`config.mk`:
```
export PLATFORM = sky130hd
export DESIGN_NAME = prio_enc_arb
export DESIGN_NICKNAME = d
export VERILOG_FILES = /design/src/rtl/prio_enc_arb.sv
export SDC_FILE = /design/constraint.sdc
export NUM_CORES = 1
export LEC_CHECK = 0
export ABC_AREA = 1
export ABC_CLOCK_PERIOD_IN_PS = 1000
export CAP_MARGIN = 0
export CORE_ASPECT_RATIO = 0.8
export CORE_MARGIN = 3
export CORE_UTILIZATION = 39
export CTS_CLUSTER_DIAMETER = 40
export DETAILED_ROUTE_END_ITERATION = 7
export PLACE_DENSITY = 0.85
export SYNTH_ARGS = -nofsm -noshare
export SYNTH_HDL_FRONTEND = slang
export SYNTH_SLANG_ARGS = --single-unit
```
`constraint.sdc`:
```
create_clock -name clk -period 1 [get_ports clk]
set_clock_uncertainty 0.05 [all_clocks]
set_input_delay 0.2 -clock clk [delete_from_list [all_inputs] [get_ports clk]]
set_output_delay 0.2 -clock clk [all_outputs]
set_load 0.01 [all_outputs]
```
`src/rtl/prio_enc_arb.sv`:
```
//------------------------------------------------------------------------------
// prio_enc_arb : registered N-way priority encoder / arbiter, fixed or
//                round-robin priority, result held on a valid/ready handshake.
// Optional macro PRIO_ENC_ARB_MASK_EN adds a req_mask input.
// Revision: 1.0
//------------------------------------------------------------------------------
`default_nettype none

module prio_enc_arb #(
  parameter int N       = 8,
  parameter int RR_MODE = 0,
  parameter int W       = (N > 1) ? $clog2(N) : 1
) (
  input  logic         clk,
  input  logic         rst_n,
  input  logic [N-1:0] req,
`ifdef PRIO_ENC_ARB_MASK_EN
  input  logic [N-1:0] req_mask,
`endif
  input  logic         out_ready,
  output logic         out_valid,
  output logic [W-1:0] out_idx,
  output logic [N-1:0] out_onehot,
  output logic         busy
);

  localparam logic [0:0]   c_IDLE    = 1'b0;
  localparam logic [0:0]   c_HOLD    = 1'b1;
  localparam logic [W-1:0] c_PTR_TOP = W'(N - 1);
  localparam logic [N-1:0] c_ONE     = N'(1);

  logic [0:0]   r_state;
  logic         r_valid;
  logic [W-1:0] r_idx;
  logic [N-1:0] r_oh;

  logic [N-1:0] w_eff_req;
  logic         w_any;
  logic         w_handshake;
  logic [W-1:0] w_search_ptr;
  logic [W-1:0] w_win_idx;
  logic [N-1:0] w_win_oh;

  // Walk downward from p with wraparound; the first set bit wins.
  function automatic logic [W-1:0] f_search(input logic [N-1:0] r,
                                            input logic [W-1:0] p);
    logic [W-1:0] win;
    logic [W-1:0] jw;
    logic         found;
    int           j;
    win   = '0;
    found = 1'b0;
    for (int i = 0; i < N; i++) begin
      j = int'(p) - i;
      if (j < 0) j = j + N;
      jw = W'(j);
      if (!found && r[jw]) begin
        found = 1'b1;
        win   = jw;
      end
    end
    return win;
  endfunction

`ifdef PRIO_ENC_ARB_MASK_EN
  assign w_eff_req = req & ~req_mask;
`else
  assign w_eff_req = req;
`endif

  assign w_any       = |w_eff_req;
  assign w_handshake = r_valid & out_ready;
  assign w_win_idx   = f_search(w_eff_req, w_search_ptr);
  assign w_win_oh    = c_ONE << w_win_idx;

  generate
    if (RR_MODE != 0) begin : g_rr_ptr
      logic [W-1:0] r_ptr;
      logic [W-1:0] w_ptr_adv;

      // The granted requester drops to lowest priority once it is accepted.
      assign w_ptr_adv    = (r_idx == '0) ? c_PTR_TOP : r_idx - W'(1);
      assign w_search_ptr = w_handshake ? w_ptr_adv : r_ptr;

      always_ff @(posedge clk or negedge rst_n) begin
        if (!rst_n) begin
          r_ptr <= c_PTR_TOP;
        end else if (w_handshake) begin
          r_ptr <= w_ptr_adv;
        end
      end
    end else begin : g_fixed_ptr
      assign w_search_ptr = c_PTR_TOP;
    end
  endgenerate

  always_ff @(posedge clk or negedge rst_n) begin
    if (!rst_n) begin
      r_state <= c_IDLE;
      r_valid <= 1'b0;
      r_idx   <= '0;
      r_oh    <= '0;
    end else begin
      case (r_state)
        c_IDLE: begin
          if (w_any) begin
            r_state <= c_HOLD;
            r_valid <= 1'b1;
            r_idx   <= w_win_idx;
            r_oh    <= w_win_oh;
          end
        end
        default: begin
          // Grant is frozen until taken; a new winner may load on the same edge.
          if (w_handshake) begin
            if (w_any) begin
              r_idx <= w_win_idx;
              r_oh  <= w_win_oh;
            end else begin
              r_state <= c_IDLE;
              r_valid <= 1'b0;
              r_idx   <= '0;
              r_oh    <= '0;
            end
          end
        end
      endcase
    end
  end

  assign out_valid  = r_valid;
  assign out_idx    = r_idx;
  assign out_onehot = r_oh;
  assign busy       = r_valid;

endmodule

`default_nettype wire

```
### Yosys cells after proc, flatten, opt, wreduce, memory -nomap -nowiden

Index checks and enable logic that the tools add are counted.

| operators by class | value |
|---|---|
| muxes and demuxes | 30 |
| shift operators | 1 |
| reduce and logical (&&, ||, !) cells | 18 |
| eq/ne operators | 2 |
| bitwise operators | 1 |

Operators by type and width:

| operator | number |
|---|---|
| $mux W3 | 12 |
| $mux W8 | 4 |
| $mux W1 | 14 |
| $reduce_or A8 Y1 | 1 |
| $shl A1 B3 Y8 const A | 1 |
| $logic_and A1 B1 Y1 | 7 |
| $logic_not A1 Y1 | 7 |
| $reduce_and A3 Y1 | 1 |
| $ne A2 B1 Y1 const B | 1 |
| $ne A2 B2 Y1 const B | 1 |
| $reduce_and A2 Y1 | 1 |
| $reduce_bool A2 Y1 | 1 |
| $and A1 B1 Y1 | 1 |

| storage, ports and cells | value |
|---|---|
| logic and storage cells | 56 |
| register bits after elaboration | 13 |
| output and inout bits | 13 |

### Longest topological paths before layout

| depth | value |
|---|---|
| depth after elaboration | 26 |
| depth in mapped cells | 7 |
| mapped depth without buffers | 7 |

### Least setup slack after synthesis

Ideal clock, no wire load.

| path | value |
|---|---|
| path type | flip-flop to flip-flop |
| from | register r_valid, in the netlist busy |
| to | register r_oh[0], in the netlist out_onehot[0] |
| required time | 826 ps |
| stages on the path, launching flop included | 7 |
| data arrival time | 977 ps |
| setup time | 124 ps |
| setup slack | -151 ps |
| path through | dfrtp_1 > nand2_1 > nand2_1 > o21ai_4 > buf_6 > nand3_1 > nand2_1 |

| on the way | value |
|---|---|
| word-level cells in the longest chain between the ends | 3 |

RTL lines:

| element | line | text |
|---|---|---|
| start: declaration | 33 | `logic r_valid;` |
| start signal: assignment | 100 | `r_valid <= 1'b0;` |
| start signal: assignment | 108 | `r_valid <= 1'b1;` |
| start signal: assignment | 121 | `r_valid <= 1'b0;` |
| $and A1 B1 Y1 | 72 | `assign w_handshake = r_valid & out_ready;` |
| $ne A2 B1 Y1 (no source line) | -- |  |
| $reduce_and A2 Y1 (no source line) | -- |  |
| end signal: assignment | 110 | `r_oh <= w_win_oh;` |
| end signal: assignment | 118 | `r_oh <= w_win_oh;` |
| end: declaration | 35 | `logic [N-1:0] r_oh;` |

No other way between the ends.
A chain may end at the register's enable or synchronous reset.

### Final worst setup path

| path | value |
|---|---|
| from | input port out_ready |
| to | register r_oh[4], in the netlist out_onehot[4] |

| on the way | value |
|---|---|
| word-level cells in the longest chain between the ends | 3 |

RTL lines:

| element | line | text |
|---|---|---|
| start: declaration | 20 | `input logic out_ready,` |
| $and A1 B1 Y1 | 72 |  |
| $ne A2 B1 Y1 (no source line) | -- |  |
| $reduce_and A2 Y1 (no source line) | -- |  |

No other way between the ends.

==> impl_results.md <==
* Slew Limit Headroom at between 80 and 90%
* Max Fanout on Critical Path at 9
* Root Buffer Master: clkbuf_4
* HP Class: in2async
* Synth warn at 0
* FF-to-FF setup slack at -0.13 ns
* RSZ-0062 raised after global routing: true
* Post-Syn Instances at 91
* Total GRT Usage at 19.55%
* Post-DP HPWL at 1558 um
* Area delta synth->final at 68.62%
* Placed cell area at 1146 um2
* Drt first pass iters at 6
* Pwr dens at just under 1000 nW/um2
* Synth cell types at 19
* DRC Markers at 0
* Antenna Nets Post-Route at 0
* Crit path arrival time at 1.24 ns
* Worst setup margin at -0.1352 ns
* Top Family by Delay on Critical Path: buffers and inverters
* Synth Net Count at around 100
* Share of cells above drive strength 1 at about 43%
* Largest net degree at the start of global routing at 14
* # setup viols final at 25
* Layout Nets at 159
* Critical Path Source Type: input pin
* Reg2reg start: busy
* Grt ovf at 0
* Cell Rows at 13
* GP Congestion at 0.8945
* Die area at 2359 um2
* H-tree levels at 1
* Core area at ~1700 um2
* Status: finished, violations left
* IO Count at 24
* Pre-CTS WS at -0.5762 ns
* Max Cap Viol at 0
* Final Hold Viols at 0
* CP peak stage delay at 0.50 ns
* Most frequent cells in the layout: buf_4, nand2_1, nand3_1
* Synth area leaders: dfrtp_1, nand2_1, nand3_1
* Worst slew pin tran at 0.2565 ns
* Slew Limit Fails at 0
* Final instance area at 1190 um2
* Min Tclk post-route at 1.135 ns
* Initial antenna violation count at 0
* Tcrit/Tclk final at 113.5%
* PortBufs at 23
* Vias per cell at between 4 and 5
* Clk slew on worst S/H paths at 0.07 ns
* Crit end category: flip-flop
* DIE WIDTH at 53.56 um
* Fmax achieved at 0.8809 GHz
* Biggest area consumer among synthesized cells: dfrtp_1
* Die height at 44.05 um
* Leakage at approximately 0.00070 uW
* Initial core utilization at a little over two fifths
* Clock sink count at 13
* Top-area cell type share of the netlist area at a little under half
* Wirelength per Cell at 11.67 um
* Worst vdd ir at 0.6303 mV
* Worst reg2reg path endpoint: out_onehot[4]
* Critical path buffers and inverters at 3
* Antenna fix cells at 0
* Kind of critical path: in2reg
* Sequential element share of the synthesized area at 46.10%
* Netlist Area Pre-Place at 705.7 um2
* Mean Syn Cell Area at 7.755 um2
* Via count at between 700 and 800
* CP Cell Sequence: clkdlybuf4s50_1, nand2_4, nor2_1, inv_2, buf_12, nand3_1, nand2_1
* Slowest CP cell: clkdlybuf4s50_1
* Final WL at 1973 um
* Max clock buf depth at 2
* Clock Latency Late Sink at about 0.27 ns
* FF+latch count, synth at 13
* TritonCTS clock tree: yes
* WP data required at 1.11 ns
* Failing checks: setup timing
* Vias in the first global route at between 700 and 800
* CTS Buf Count at 3
* Commonest non-fill, non-tap cell in the layout: buf_4
* Global-route wire length before repair at 3229 um
* R2R depth at 5
* DRT iter0 DRCs at 9
final cells by class:
type / count / area (um2)
inverter: 12 / 45.04
multi-input combinational: 63 / 339.1
sequential: 13 / 326.6
timing repair buffer: 55 / 425.4
clock buffer: 4 / 26.28
tap: 22 / 27.53
fill: 123 / 469.2
worst register-to-register path, delay by kind of cell (launching register included):
kind                   cells  cell delay [ns]
DFF                        1             0.44
AOI/OAI and AO/OA          1             0.19
and+or+nand+nor            2             0.18
buffers and inverters      2             0.15
how the worst max path moves through the flow:
stage / start / endpoint / cells after the start
after floorplan: busy / out_onehot[0] / 6
after CTS: busy / out_onehot[1] / 6
after detailed placement: req[6] / out_onehot[6] / 7
final: out_ready / out_onehot[4] / 7
after global placement: req[6] / out_onehot[7] / 7
after global routing: busy / out_onehot[6] / 6
registers in the layout, summed over array words and instances (netlist names):
register    cells
busy            1
r_state         1
out_onehot      8
out_idx         3
power by group:
group	internal, uW	switching [uW]	total (uW)
sequential	547	12.0	559
clock	155	160	314
combinational	152	140	292
total	854	311	1170
cells in the mapped netlist, drive strengths merged:
master  count
inv        12
o31ai       1
buf         3
nand2      31
dfrtp      13
nand3      14
o211ai      2
o21ai       2
nor3b       1
nor2       11
a21oi       1
per-stage QoR:
| stage | total power, uW | hold WS (ns) | instances | util (%) | TNS [ns] |
|---|---|---|---|---|---|
| detailed placement | 854.6 | 0.4508 | 158 | 69.08 | -8.638 |
| global route | 1228 | 0.1748 | 169 | 71.72 | -3.068 |
| global placement | 842.1 | 0.4353 | 158 | 69.08 | -7.791 |
| floorplan | 669.1 | -0.1456 | 91 | - | -0.5676 |
| CTS | 1155 | 0.1678 | 164 | 68.70 | -1.922 |
| finish | 1166 | 0.1722 | 169 | 71.72 | -2.126 |
what timing repair did:
action,in CTS,in global routing
endpoints found under the hold margin,0,0
hold buffers,0,0
setup endpoints to repair,26,25
pin swaps,10,3
setup buffers,2,5
gates resized for setup,68,3
cell families (layout without fill, tap and decap cells):
| logic type | count (synthesis) | in the layout | synth area share [%] |
|---|---|---|---|
| simple gates | 57 | 57 | 37.24 |
| buf+inv | 15 | 71 | 9.752 |
| flops | 13 | 13 | 46.10 |
| compound gates | 6 | 6 | 6.914 |
per-layer routing:
layer | track usage [%] | routed length, um | vias to the layer above
li1 | - | - | 404
met1 | 23.11 | 812 | 348
met2 | 33.01 | 1005 | 23
met3 | 1.347 | 92 | 6
met4 | 14.80 | 63 | 0
met5 | 0 | 0 | -
Power figures use the tool's default switching activity.
